===== config.mk =====
export PLATFORM = sky130hd
export DESIGN_NAME = usb_rx_packet_scheduler_flat
export DESIGN_NICKNAME = d
export VERILOG_FILES = /design/src/rtl/usb_rx_packet_scheduler_if.sv /design/src/rtl/usb_rx_packet_scheduler.sv /design/src/flat_wrapper.sv
export SDC_FILE = /design/constraint.sdc
export NUM_CORES = 1
export LEC_CHECK = 0
export CORE_MARGIN = 2
export CORE_UTILIZATION = 37
export CTS_CLUSTER_SIZE = 16
export DETAILED_ROUTE_END_ITERATION = 10
export GPL_TIMING_DRIVEN = 1
export SYNTH_ARGS = -nofsm -noshare
export SYNTH_HDL_FRONTEND = slang
export SYNTH_SLANG_ARGS = --single-unit

===== constraint.sdc =====
create_clock -name usbclk -period 4.2 [get_ports usbclk]
set_input_delay 0.84 -clock usbclk [delete_from_list [all_inputs] [get_ports usbclk]]
set_output_delay 0.84 -clock usbclk [all_outputs]
set_load 0.02 [all_outputs]

===== src/rtl/usb_rx_packet_scheduler_if.sv =====
// Bus between the USB receive scheduler, the per-channel packet buffers and the FX2 read port.
// Also carries read-only debug views of the scheduler FSM and its word counter.
interface usb_rx_packet_scheduler_if #(
  parameter int NUM_CHAN  = 2,
  parameter int PKT_WORDS = 256
);
  localparam int NR  = NUM_CHAN + 1;
  localparam int WCW = $clog2(PKT_WORDS) + 1;

  // Handshake: have_pkt_rdy is the valid for a whole packet and RD_fx2 is the per-word ready.
  // A word transfers on every cycle rd_en_channel[i] is high. RD_fx2 outside a packet is
  // never a transfer and only bumps overrun_count. rd_done_channel closes the packet.
  logic [NR-1:0]  pkt_waiting;
  logic           RD_fx2;
  logic           have_pkt_rdy;
  logic [NR-1:0]  rd_en_channel;
  logic [NR-1:0]  rd_done_channel;
  logic [4:0]     grant_chan;
  logic           busy;
  logic [7:0]     overrun_count;
  logic [2:0]     dbg_state;
  logic [WCW-1:0] dbg_word_count;

  modport master (
    output pkt_waiting, RD_fx2,
    input  have_pkt_rdy, rd_en_channel, rd_done_channel, grant_chan, busy,
           overrun_count, dbg_state, dbg_word_count
  );

  modport slave (
    input  pkt_waiting, RD_fx2,
    output have_pkt_rdy, rd_en_channel, rd_done_channel, grant_chan, busy,
           overrun_count, dbg_state, dbg_word_count
  );
endinterface


===== src/rtl/usb_rx_packet_scheduler.sv =====
// Round-robin scheduler choosing which channel buffer feeds the next packet to the FX2,
// gating RD_fx2 into per-channel pops for exactly one packet and then pulsing rd_done.
module usb_rx_packet_scheduler #(
  parameter int NUM_CHAN  = 2,
  parameter int PKT_WORDS = 256
) (
  input logic                     usbclk,
  input logic                     reset,
  usb_rx_packet_scheduler_if.slave bus
);
   localparam int NR  = NUM_CHAN + 1;
   localparam int WCW = $clog2(PKT_WORDS) + 1;

   localparam logic [2:0] S_IDLE   = 3'd0;
   localparam logic [2:0] S_ARB    = 3'd1;
   localparam logic [2:0] S_READY  = 3'd2;
   localparam logic [2:0] S_STREAM = 3'd3;
   localparam logic [2:0] S_DONE   = 3'd4;

   logic [2:0]     state;
   logic [4:0]     grant_chan;
   logic [4:0]     last_grant;
   logic [WCW-1:0] word_count;
   logic           have_pkt_rdy;
   logic           busy;
   logic [7:0]     overrun_count;
   logic [NR-1:0]  rd_done_channel;
   logic [NR-1:0]  rd_en_channel;
   logic           pop_state;
   logic           arb_found;
   logic [4:0]     arb_idx;

   assign pop_state = (state == S_READY) || (state == S_STREAM);

   // Second pass (channels above last_grant) overrides the wrap-around pass; descending
   // loops leave the lowest matching index in each pass.
   always_comb begin
      arb_found = 1'b0;
      arb_idx   = '0;
      for (int j = NR - 1; j >= 0; j--) begin
         if (bus.pkt_waiting[j] && (5'(j) <= last_grant)) begin
            arb_found = 1'b1;
            arb_idx   = 5'(j);
         end
      end
      for (int j = NR - 1; j >= 0; j--) begin
         if (bus.pkt_waiting[j] && (5'(j) > last_grant)) begin
            arb_found = 1'b1;
            arb_idx   = 5'(j);
         end
      end
   end

   // Gated by reset so a buffer is never popped in the cycle its packet is abandoned.
   always_comb begin
      rd_en_channel = '0;
      for (int j = 0; j < NR; j++) begin
         rd_en_channel[j] = bus.RD_fx2 && pop_state && !reset && (grant_chan == 5'(j));
      end
   end

   always_ff @(posedge usbclk) begin
      if (reset) begin
         state           <= S_IDLE;
         grant_chan      <= '0;
         last_grant      <= 5'(NUM_CHAN);
         word_count      <= '0;
         have_pkt_rdy    <= 1'b0;
         busy            <= 1'b0;
         overrun_count   <= '0;
         rd_done_channel <= '0;
      end else begin
         rd_done_channel <= '0;
         if (bus.RD_fx2 && !pop_state && (overrun_count != 8'hFF)) begin
            overrun_count <= overrun_count + 8'd1;
         end
         case (state)
            S_IDLE: begin
               if (|bus.pkt_waiting) state <= S_ARB;
            end
            S_ARB: begin
               if (arb_found) begin
                  grant_chan   <= arb_idx;
                  word_count   <= '0;
                  have_pkt_rdy <= 1'b1;
                  busy         <= 1'b1;
                  state        <= S_READY;
               end else begin
                  state <= S_IDLE;
               end
            end
            S_READY: begin
               if (bus.RD_fx2) begin
                  word_count   <= WCW'(1);
                  have_pkt_rdy <= 1'b0;
                  if (PKT_WORDS == 1) begin
                     state <= S_DONE;
                     for (int j = 0; j < NR; j++) rd_done_channel[j] <= (grant_chan == 5'(j));
                  end else begin
                     state <= S_STREAM;
                  end
               end
            end
            S_STREAM: begin
               if (bus.RD_fx2) begin
                  word_count <= word_count + WCW'(1);
                  if (word_count == WCW'(PKT_WORDS - 1)) begin
                     state <= S_DONE;
                     for (int j = 0; j < NR; j++) rd_done_channel[j] <= (grant_chan == 5'(j));
                  end
               end
            end
            S_DONE: begin
               last_grant <= grant_chan;
               busy       <= 1'b0;
               state      <= S_IDLE;
            end
            default: state <= S_IDLE;
         endcase
      end
   end

   assign bus.have_pkt_rdy    = have_pkt_rdy;
   assign bus.rd_en_channel   = rd_en_channel;
   assign bus.rd_done_channel = rd_done_channel;
   assign bus.grant_chan      = grant_chan;
   assign bus.busy            = busy;
   assign bus.overrun_count   = overrun_count;
   assign bus.dbg_state       = state;
   assign bus.dbg_word_count  = word_count;
endmodule


===== src/flat_wrapper.sv =====
// flat-port wrapper written by rule: the top's interface ports become plain ports
module usb_rx_packet_scheduler_flat 
#(
  parameter int NUM_CHAN  = 2,
  parameter int PKT_WORDS = 256
)
  (usbclk, reset, bus_pkt_waiting, bus_RD_fx2, bus_have_pkt_rdy, bus_rd_en_channel, bus_rd_done_channel, bus_grant_chan, bus_busy, bus_overrun_count, bus_dbg_state, bus_dbg_word_count);
  usb_rx_packet_scheduler_if #(.NUM_CHAN(NUM_CHAN), .PKT_WORDS(PKT_WORDS)) bus_i ();
  input logic usbclk;
  input logic reset;
  input wire logic [$bits(bus_i.pkt_waiting)-1:0] bus_pkt_waiting;
  input wire logic [$bits(bus_i.RD_fx2)-1:0] bus_RD_fx2;
  output wire logic [$bits(bus_i.have_pkt_rdy)-1:0] bus_have_pkt_rdy;
  output wire logic [$bits(bus_i.rd_en_channel)-1:0] bus_rd_en_channel;
  output wire logic [$bits(bus_i.rd_done_channel)-1:0] bus_rd_done_channel;
  output wire logic [$bits(bus_i.grant_chan)-1:0] bus_grant_chan;
  output wire logic [$bits(bus_i.busy)-1:0] bus_busy;
  output wire logic [$bits(bus_i.overrun_count)-1:0] bus_overrun_count;
  output wire logic [$bits(bus_i.dbg_state)-1:0] bus_dbg_state;
  output wire logic [$bits(bus_i.dbg_word_count)-1:0] bus_dbg_word_count;
  assign bus_i.pkt_waiting = bus_pkt_waiting;
  assign bus_i.RD_fx2 = bus_RD_fx2;
  assign bus_have_pkt_rdy = bus_i.have_pkt_rdy;
  assign bus_rd_en_channel = bus_i.rd_en_channel;
  assign bus_rd_done_channel = bus_i.rd_done_channel;
  assign bus_grant_chan = bus_i.grant_chan;
  assign bus_busy = bus_i.busy;
  assign bus_overrun_count = bus_i.overrun_count;
  assign bus_dbg_state = bus_i.dbg_state;
  assign bus_dbg_word_count = bus_i.dbg_word_count;
  usb_rx_packet_scheduler #(.NUM_CHAN(NUM_CHAN), .PKT_WORDS(PKT_WORDS)) u_core (.usbclk(usbclk), .reset(reset), .bus(bus_i));
endmodule

==> reports/metrics.cfg <==
[sta]
finalMaxSlewViolations=0
rsz0062_at_grt=no
finalCritPeriodShare=0.8145
finalSetupViolCount=0
hold_viol_final=0
min_period_ns=3.421
fin_skew_ns=0.004571
max_freq_ghz=0.2923
setup_tns_ns=0

[drt]
wl_met2_um=1579
wl_per_cell_um=13.20
ant_nets=0
wl_met1_um=1497
drc=0
vias=1312
maxUsedRoutingLayer=met4
first_pass_iters=4
drt_iter0_markers=49
wl_met3_um=141
vias_per_cell=5.290
routed_wirelength_um=3273

[power_and_ir_drop]
power_density_mw_per_mm2=326.2
comb_power_share=0.146
seqPwrFrac=0.489
switchingPower_mw=0.1665
p_int_mw=0.4392
leakage_nw=0.6455
power.share.clock=0.365
peakVddDrop_uv=171.4
p_sw_frac=0.2749

[grt]
antenna_found_initial=0
grt_first_pass_wirelength_um=5582
grt_max_degree=22
grt_pass1_vias=1276
grt_usage=0.1687
grt_overflow=0

[synth]
ys.flop_type=dfxtp_1
ys_types=41
synth_edf_count=0
synth_area_per_cell_um2=8.697
synth_common_cells=dfxtp_1, a21oi_1, nor2_1
syn_area_mm2=0.001409
seq_area_frac_synth=0.4121
ys_warn_count=0
ys_seq_elements=29
async_reset_ff_frac=0
yosysTopAreaCell=dfxtp_1
synth_top_area_share=0.4121
yosys-top-cells-area=dfxtp_1, a21oi_1, nand3_1
synth.most_common_cell=dfxtp_1
syn_inst=162

[clock_network]
clk_latency_ns=0.28
cts_sinks=29
cts-root-buf=clkbuf_8
cts_buffers=5
htreeDepth=2
cts.clk_slew.worst_paths_ns=0.06
post-cts-setup-buffer-count=0
cts.repair.resized=0
cts.path.max_buffers=2
postCtsHoldBufs=0
cts_tree=built

[flow_run]
maxCapViolations=0

[setup_path]
worst_ep_arrival_time_ns=2.58
cp_common_cell=clkdlybuf4s50_1
reg2reg_slack_ns=2.40
path_max_fanout=5
crit_start=bus_RD_fx2
reg2reg_from=u_core.bus.dbg_word_count[0]$_SDFFE_PP0P_
worstRegToRegCells=6
cpPeakStageDelay_ns=0.62
required_ns=3.36
start_kind=primary input
critPathKind=in2out
slowest_stage=clkdlybuf4s50_1
cp_cell_sequence=clkdlybuf4s50_1, nand3b_4, or2_2, nor3_1, clkdlybuf4s50_1
endpoint_kind=output pin

[hold_path]
hp-start=u_core.bus.dbg_word_count[8]$_SDFFE_PP0P_
whs_path_depth=2
hold_path_class=reg2reg

[run_status]
outcome=finished, final reports clean

[cells_and_area]
drive_above_1_share=0.07000
syn2layout_area_growth_pct=31.79
instances_no_fill=248
antenna_cells=0
design_area_mm2=0.001857
layout.nets=208

[die]
start_util=0.3848
ios=39
rows=22
die-area_mm2=0.004317
die_w_um=65.71
core_mm2=0.003661
dieHeight_um=65.71

[placed_design]
gp_congestion=0.7405
dpl.hpwl_um=2403
placed_area_mm2=0.001777
placement.io_buffers=35
dp.cells=240

==> state kept, by name, indices dropped and copies added (netlist names) <==
| register | cells |
|---|---|
| u_core.bus.dbg_word_count | 9 |
| u_core.bus.overrun_count | 8 |
| u_core.bus.dbg_state | 3 |
| u_core.bus.rd_done_channel | 3 |
| u_core.bus.grant_chan | 2 |
| u_core.last_grant | 2 |
| u_core.bus.busy | 1 |
| u_core.bus.have_pkt_rdy | 1 |
==> power groups by stage <==
stage          Sequential, mW  Combinational, mW  Clock (mW)
6_report                0.296             0.0885       0.221
5_1_grt                 0.298             0.0961       0.246
4_1_cts                 0.296             0.0891       0.225
3_5_place_dp            0.302             0.0887           0
3_3_place_gp            0.302             0.0873           0
2_1_floorplan           0.306             0.0579           0
==> final cells by class <==
class | instances | area [µm²]
repair buffers | 37 | 365.4
inverters | 5 | 18.77
fillers | 375 | 1804
flip-flops and latches | 29 | 580.6
clock buffers | 8 | 80.08
multi-input cells | 121 | 752.0
well taps | 48 | 60.06
==> critical path, delay by kind of cell <==
family,cells,cell delay [ns]
buf+inv,2,1.16
simple gates,3,0.58
==> path summary, 6_finish.rpt <==
check | to
setup / recovery | bus_rd_en_channel[0]
hold / removal | u_core.bus.dbg_word_count[8]$_SDFFE_PP0P_
setup reg to reg | u_core.bus.dbg_word_count[8]$_SDFFE_PP0P_
hold reg to reg | u_core.bus.dbg_word_count[8]$_SDFFE_PP0P_
==> logic make-up after synthesis <==
logic type / Yosys count / synth area share
compound gates: 42 / 0.1945
xor+xnor: 2 / 0.01244
fa+ha+maj: 3 / 0.02665
buf+inv: 14 / 0.05950
flops: 29 / 0.4121
mux: 1 / 0.007105
other cells: 1 / 0.002662
simple gates: 70 / 0.2851
==> per-layer routing <==
layer | GRT usage | vias up
met2 | 0.2955 | 29
met4 | 0.05729 | 0
li1 | - | 654
met5 | 0 | -
met3 | 0.05308 | 8
met1 | 0.1921 | 621
==> metrics by stage <==
| step | util | setup slack, ns | power, mW | hold WS, ns |
|---|---|---|---|---|
| 3_3_place_gp | 0.4853 | 0.7911 | 0.3890 | 0.4651 |
| 3_5_place_dp | 0.4853 | 0.7719 | 0.3911 | 0.4772 |
| 4_1_cts | 0.5072 | 0.7705 | 0.6106 | 0.4875 |
| 2_1_floorplan | - | 1.687 | 0.3634 | 0.4670 |
| 6_report | 0.5072 | 0.7789 | 0.6058 | 0.4844 |
| 5_1_grt | 0.5072 | 0.6704 | 0.6401 | 0.5183 |
==> cell usage in the layout (no fill, tap or decap), types with 4 or more instances in the layout <==
master           count
nand3_1             11
nand2b_1             4
or3_1                7
or4_1                4
inv_1                5
o21ai_0              8
clkdlybuf4s50_1     35
nor2_1              13
dfxtp_1             29
clkbuf_8             5
a21oi_1             20
nand2_1             11
Note: power is estimated with default switching activity, not from simulation.
